### config.mk
export PLATFORM = sky130hd
export DESIGN_NAME = mem_port_arbiter
export DESIGN_NICKNAME = d
export VERILOG_FILES = /design/src/rtl/cson_mem_pkg.sv /design/src/rtl/mem_lat_timer.sv /design/src/rtl/mem_port_arbiter.sv
export SDC_FILE = /design/constraint.sdc
export NUM_CORES = 1
export LEC_CHECK = 0
export CAP_MARGIN = 20
export CORE_UTILIZATION = 25
export CTS_CLUSTER_DIAMETER = 50
export CTS_CLUSTER_SIZE = 30
export DETAILED_ROUTE_END_ITERATION = 6
export SLEW_MARGIN = 10
export SYNTH_ARGS = -nofsm -noshare
export SYNTH_HDL_FRONTEND = slang
export SYNTH_HIERARCHICAL = 1
export SYNTH_SLANG_ARGS = --single-unit
### constraint.sdc
create_clock -name clk -period 2.3 [get_ports clk]
set_input_delay 0.46 -clock clk [delete_from_list [all_inputs] [get_ports clk]]
set_output_delay 0.46 -clock clk [all_outputs]
set_load 0.02 [all_outputs]
### src/rtl/cson_mem_pkg.sv
`default_nettype none
// ============================================================================
//  Package     : cson_mem_pkg
//  Description : Shared state and owner encodings for the memory port arbiter.
//  Revision    : 1.0
// ============================================================================
package cson_mem_pkg;

    localparam logic [1:0] IDLE    = 2'd0;
    localparam logic [1:0] RD_WAIT = 2'd1;
    localparam logic [1:0] LOCKED  = 2'd2;

    localparam logic OWN_IF = 1'b0;
    localparam logic OWN_D  = 1'b1;

    // MEM_LAT is bounded to 15, so four bits always hold the latency count.
    localparam int LAT_CW = 4;

endpackage
`default_nettype wire

### src/rtl/mem_lat_timer.sv
`default_nettype none
// ============================================================================
//  Module      : mem_lat_timer
//  Description : Loads MEM_LAT on a read grant and counts down to zero.
//  Revision    : 1.0
// ============================================================================
module mem_lat_timer
    import cson_mem_pkg::*;
#(
    parameter int MEM_LAT = 1
) (
    input  logic clk,
    input  logic rst_n,
    input  logic load_i,
    output logic last_o,
    output logic done_o
);

    logic [LAT_CW-1:0] cnt_q;
    logic [LAT_CW-1:0] cnt_d;

    always_comb begin
        cnt_d = cnt_q;
        if (load_i) begin
            cnt_d = LAT_CW'(MEM_LAT);
        end else if (cnt_q != '0) begin
            cnt_d = cnt_q - 1'b1;
        end
    end

    always_ff @(posedge clk or negedge rst_n) begin
        if (!rst_n) begin
            cnt_q <= '0;
        end else begin
            cnt_q <= cnt_d;
        end
    end

    assign last_o = (cnt_q == LAT_CW'(1));
    assign done_o = (cnt_q == '0);

endmodule
`default_nettype wire

### src/rtl/mem_port_arbiter.sv
`default_nettype none
// ============================================================================
//  Module      : mem_port_arbiter
//  Description : Single-port memory arbiter, data-over-fetch with starvation guard and SWP lock.
//  Revision    : 1.0
// ============================================================================
module mem_port_arbiter
    import cson_mem_pkg::*;
#(
    parameter int AW         = 32,
    parameter int DW         = 32,
    parameter int MEM_LAT    = 1,
    parameter int STARVE_MAX = 4
) (
    input  logic          clk,
    input  logic          rst_n,
    input  logic          if_req,
    input  logic [AW-1:0] if_addr,
    output logic          if_gnt,
    output logic          if_rvalid,
    output logic [DW-1:0] if_rdata,
    input  logic          d_req,
    input  logic          d_we,
    input  logic [AW-1:0] d_addr,
    input  logic [DW-1:0] d_wdata,
    input  logic          d_lock,
    output logic          d_gnt,
    output logic          d_rvalid,
    output logic [DW-1:0] d_rdata,
    output logic          mem_en,
    output logic          mem_we,
    output logic [AW-1:0] mem_addr,
    output logic [DW-1:0] mem_wdata,
    input  logic [DW-1:0] mem_rdata,
    output logic          busy
);

    localparam int            SW         = $clog2(STARVE_MAX + 1);
    localparam logic [SW-1:0] STARVE_LIM = SW'(STARVE_MAX);

    logic [1:0]    state_q, state_d;
    logic          owner_q, owner_d;
    logic          lock_q, lock_d;
    logic [SW-1:0] starve_cnt_q;
    logic          if_rvalid_q, d_rvalid_q;
    logic [DW-1:0] if_rdata_q, d_rdata_q;

    logic w_arb_en, w_fetch_pri, w_d_win, w_if_win;
    logic w_lat_last, w_lat_done, w_capture;

    // Grants are masked while reset is asserted so the memory port is quiet at once.
    assign w_arb_en    = rst_n && ((state_q == IDLE) || (state_q == LOCKED));
    assign w_fetch_pri = (starve_cnt_q == STARVE_LIM);
    assign w_d_win     = w_arb_en && d_req &&
                         ((state_q == LOCKED) || !(w_fetch_pri && if_req));
    assign w_if_win    = w_arb_en && (state_q == IDLE) && if_req && !w_d_win;
    assign w_capture   = (state_q == RD_WAIT) && w_lat_last;

    mem_lat_timer #(
        .MEM_LAT (MEM_LAT)
    ) u_lat_timer (
        .clk    (clk),
        .rst_n  (rst_n),
        .load_i (mem_en && !mem_we),
        .last_o (w_lat_last),
        .done_o (w_lat_done)
    );

    always_ff @(posedge clk or negedge rst_n) begin
        if (!rst_n) begin
            state_q <= IDLE;
        end else begin
            state_q <= state_d;
        end
    end

    always_comb begin
        state_d = state_q;
        owner_d = owner_q;
        lock_d  = lock_q;
        case (state_q)
            IDLE, LOCKED: begin
                if (w_d_win) begin
                    owner_d = OWN_D;
                    lock_d  = d_lock && !d_we;
                    state_d = d_we ? IDLE : RD_WAIT;
                end else if (w_if_win) begin
                    owner_d = OWN_IF;
                    lock_d  = 1'b0;
                    state_d = RD_WAIT;
                end
            end
            RD_WAIT: begin
                if (w_lat_done) begin
                    state_d = ((owner_q == OWN_D) && lock_q) ? LOCKED : IDLE;
                end
            end
            default: state_d = IDLE;
        endcase
    end

    always_comb begin
        if_gnt    = w_if_win;
        d_gnt     = w_d_win;
        mem_en    = w_if_win || w_d_win;
        mem_we    = w_d_win && d_we;
        mem_addr  = '0;
        mem_wdata = '0;
        if (w_d_win) begin
            mem_addr  = d_addr;
            mem_wdata = d_we ? d_wdata : '0;
        end else if (w_if_win) begin
            mem_addr  = if_addr;
        end
        busy = (state_q != IDLE);
    end

    always_ff @(posedge clk or negedge rst_n) begin
        if (!rst_n) begin
            owner_q      <= OWN_IF;
            lock_q       <= 1'b0;
            starve_cnt_q <= '0;
            if_rvalid_q  <= 1'b0;
            d_rvalid_q   <= 1'b0;
            if_rdata_q   <= '0;
            d_rdata_q    <= '0;
        end else begin
            owner_q     <= owner_d;
            lock_q      <= lock_d;
            if_rvalid_q <= w_capture && (owner_q == OWN_IF);
            d_rvalid_q  <= w_capture && (owner_q == OWN_D);
            if (w_capture && (owner_q == OWN_IF)) begin
                if_rdata_q <= mem_rdata;
            end
            if (w_capture && (owner_q == OWN_D)) begin
                d_rdata_q <= mem_rdata;
            end
            // Only arbitration cycles in IDLE count towards fetch starvation.
            if (!if_req || w_if_win) begin
                starve_cnt_q <= '0;
            end else if ((state_q == IDLE) && !w_fetch_pri) begin
                starve_cnt_q <= starve_cnt_q + 1'b1;
            end
        end
    end

    assign if_rvalid = if_rvalid_q;
    assign d_rvalid  = d_rvalid_q;
    assign if_rdata  = if_rdata_q;
    assign d_rdata   = d_rdata_q;

endmodule
`default_nettype wire

==> PnR_summary.wiki <==
{| class="wikitable"
! Metric !! Value
|-
| Most used DFF post-synth || sky130_fd_sc_hd__dfrtp_1
|-
| Netlist area before placement || ~4000 sq um
|-
| Mapped Cells || ~340
|-
| Largest net degree at the start of global routing || 71
|-
| Violations in the final reports || setup timing
|-
| Maximum clock insertion buffer count || 2
|-
| Synthesis-stage register bit count || between 70 and 80
|-
| Buffers on Ports || 268
|-
| Mean instance size in the synthesized netlist || 11.8 sq um
|-
| Syn Nets || 482
|-
| Number of maximum-capacitance constraint violations || 0
|-
| Vert. Die Dim || 129 um
|-
| Worst supply voltage drop on vdd || 474 uV
|-
| Setup slack of the critical path after layout || -0.0955 ns
|-
| Wire length of the first global-routing pass || 20.1 mm
|-
| Final setup violation count || 27
|-
| Vias || 3,688
|-
| Maximum fanout along the worst path || 6
|-
| Outcome || finished with violations
|-
| Leakage || 3.48 nW
|-
| Total of warnings raised by yosys || 6
|-
| Commonest cells in the netlist || sky130_fd_sc_hd__dfrtp_1 (77), sky130_fd_sc_hd__mux2_2 (58), sky130_fd_sc_hd__inv_1 (41)
|-
| Top cells by area in the synthesized netlist || sky130_fd_sc_hd__dfrtp_1 (48%), sky130_fd_sc_hd__mux2_2 (16%), sky130_fd_sc_hd__mux2i_1 (8.2%), sky130_fd_sc_hd__and2_1 (5.1%), sky130_fd_sc_hd__inv_1 (3.8%)
|-
| Clk Latency, worst-skew pair || 0.33 ns
|-
| Level count of the clock H-tree || 3
|-
| Routability-driven placement congestion ratio || 0.859
|-
| Crit. End Element || output pin
|-
| Die Span X || about 130 um
|-
| Sequential Area || 1930 sq um
|-
| TritonCTS clock tree || built
|-
| Area share of the largest cell type after synthesis || 0.478
|-
| Final non-filler cell area || 7740 sq um
|-
| Detailed-router iteration count before antenna repair || 4
|-
| Total Nets Final || 789
|-
| Number of DRC violations after detailed-routing iteration 0 || 86
|-
| I/O pin count || between 200 and 300
|-
| Global router's overall resource usage || 0.159
|-
| Number of pins with negative max-slew slack in the final report || 0
|-
| EDFF count, synth || 0
|-
| Cell chosen for the clock root || sky130_fd_sc_hd__clkbuf_16
|-
| Cells after DPL || about 830
|-
| Total clock buffers created by CTS || 9
|-
| Half-perimeter wire length of the detailed placement result || 9.77 mm
|-
| Routed vias/inst || 4.23
|-
| Post-cts hold buffer count || 0
|-
| Number of unique standard cell types used by synthesis || 39
|-
| WP data required || 1.84 ns
|-
| Sequential fraction of the synthesis area || 0.478
|-
| Total power divided by cell area || 1070 nW/um^2
|-
| Cell Rows || 46
|-
| Critical path startpoint category || register
|-
| Final routed wirelength across all metal layers || 13.6 mm
|-
| Yosys top cell by area || sky130_fd_sc_hd__dfrtp_1
|-
| Dominant cell by count in the synthesized netlist || sky130_fd_sc_hd__dfrtp_1
|-
| Fraction of final layout cells with drive strength greater than 1 || 0.368
|-
| Standard cell area after detailed placement || 7050 sq um
|-
| Count of antenna-violating nets left after detailed routing || 0
|-
| Final worst clock skew || 0.00739 ns
|-
| Type of the worst min-delay path || in2async
|-
| # fillers || around 1,400
|-
| Setup repair after global routing missed its margin || yes
|-
| Grt ovf || 0
|-
| # clock sinks || 77
|-
| Syn-to-layout area delta || 91.8%
|-
| Arrival time worst endpoint || a little under 2 ns
|-
| Number of hold violations in the final report || 0
|-
| Max-slew headroom at the worst pin || 0.407
|-
| Tightest Pin Transition || between 0.8 and 0.9 ns
|-
| Core area || 15,800 sq um
|-
| Highest clock rate || between 400 and 500 MHz
|-
| Classification of the worst setup path || reg2out
|-
| Effective utilization at floorplan || 0.255
|-
| Combined area of the multi-input logic cells || 1890 sq um
|-
| Period utilization || 1.04
|-
| N_diodes || 0
|-
| Async SR Flop Fraction || 1.00
|-
| Clock transition at path regs || 0.06 ns
|-
| DRC violations left || 0
|-
| Average wire per cell in the routed design || 15.6 um
|-
| Number of global-route vias before repair || 3,874
|-
| Minimum clock period || 2.40 ns
|-
| Antenna violations before repair || 0
|-
| Cell Count, Final, Fillers Out || 871
|-
| Die Footprint || 16,700 sq um
|}
-- worst max-delay path, stage by stage (launching register included) --
cell	delay, ns
sky130_fd_sc_hd__dfrtp_1	0.36
sky130_fd_sc_hd__inv_2	0.06
sky130_fd_sc_hd__ha_4	0.16
sky130_fd_sc_hd__and4b_4	0.22
sky130_fd_sc_hd__nor2_4	0.16
sky130_fd_sc_hd__buf_6	0.16
sky130_fd_sc_hd__buf_16	0.12
sky130_fd_sc_hd__mux2i_1	0.19
sky130_fd_sc_hd__buf_4	0.16
-- through the flow --
| stage | power (mW) | utilization | TNS, ns | hold WS (ns) | setup WS (ns) |
|---|---|---|---|---|---|
| 2_1_floorplan | 4.73 | - | 0 | 0.164 | 0.158 |
| 3_5_place_dp | 6.81 | 0.446 | -34.27 | 0.397 | -0.578 |
| 5_1_grt | 8.80 | 0.489 | -7.38 | 0.0408 | -0.230 |
| 6_report | 8.31 | 0.489 | -1.44 | 0.0425 | -0.0955 |
| 4_1_cts | 8.38 | 0.480 | -2.57 | 0.0349 | -0.135 |
| 3_3_place_gp | 6.70 | 0.446 | -32.52 | 0.399 | -0.512 |
-- registers in the layout, summed over array words and instances (netlist names) --
register	cells
owner_q	1
state_q	2
if_rvalid	1
lock_q	1
if_rdata	32
d_rdata	32
u_lat_timer/cnt_q	4
d_rvalid	1
starve_cnt_q	3
-- where the power goes --
group	internal, mW	switching [mW]	leakage [nW]
sequential	2.02	0.348	0.924
clock	0.765	0.572	0.139
combinational	2.57	2.04	2.42
total	5.35	2.96	3.48
-- cells in the final DEF, fill, tap and decap left out, types with 11 or more instances in the layout --
master,n
sky130_fd_sc_hd__nand2_1,34
sky130_fd_sc_hd__clkdlybuf4s50_1,197
sky130_fd_sc_hd__mux2i_1,31
sky130_fd_sc_hd__buf_6,42
sky130_fd_sc_hd__mux2_2,58
sky130_fd_sc_hd__and2_4,32
sky130_fd_sc_hd__inv_1,39
sky130_fd_sc_hd__clkbuf_16,11
sky130_fd_sc_hd__buf_4,53
sky130_fd_sc_hd__dfrtp_1,77
-- layer usage --
layer / vias up / share of wire / global-route usage
met4: 0 / 0.017 / 0.0561
met5: - / 0 / 0
li1: 1747 / - / -
met2: 184 / 0.51 / 0.289
met1: 1740 / 0.39 / 0.173
met3: 17 / 0.089 / 0.0528
-- area by class of cell --
type | count | share of cell area
Sequential cell | 77 | 0.249
Clock inverter | 6 | 0.00566
Clock buffer | 10 | 0.0309
Tap cell | 216 | 0.0349
Inverter | 41 | 0.0199
Timing Repair Buffer | 314 | 0.415
Multi-Input combinational cell | 207 | 0.245
-- repair_timing --
item                                    in CTS  in global routing
pin swaps                                    5                 13
buffers inserted                            13                  4
gates resized for setup                    385                 35
gates cloned                                 6                  2
endpoints found under the setup margin      68                 67
-- logic make-up after synthesis --
| group | synth area share |
|---|---|
| DFF | 0.478 |
| xor gates and xnor gates | 0.00434 |
| adders and majority gates | 0.0155 |
| muxes | 0.270 |
| and+or+nand+nor | 0.132 |
| buffers and inverters | 0.0800 |
| AOI/OAI and AO/OA | 0.0211 |
-- final timing paths --
kind / start / endpoint / slack [ns] / depth (start not counted)
worst min register to register: lock_q / lock_q / 0.50 / 1
min in group clk: lock_q / lock_q / 0.50 / 1
worst max-delay path: starve_cnt_q[0] / mem_addr[11] / -0.1 / 8
worst min-delay path: rst_n / lock_q / 0.04 / 2
max in group asynchronous: rst_n / u_lat_timer/cnt_q[2] / 1.33 / 2
worst max register to register: u_lat_timer/cnt_q[1] / if_rdata[5] / 0.36 / 6
(Power assumes the default switching activity.)
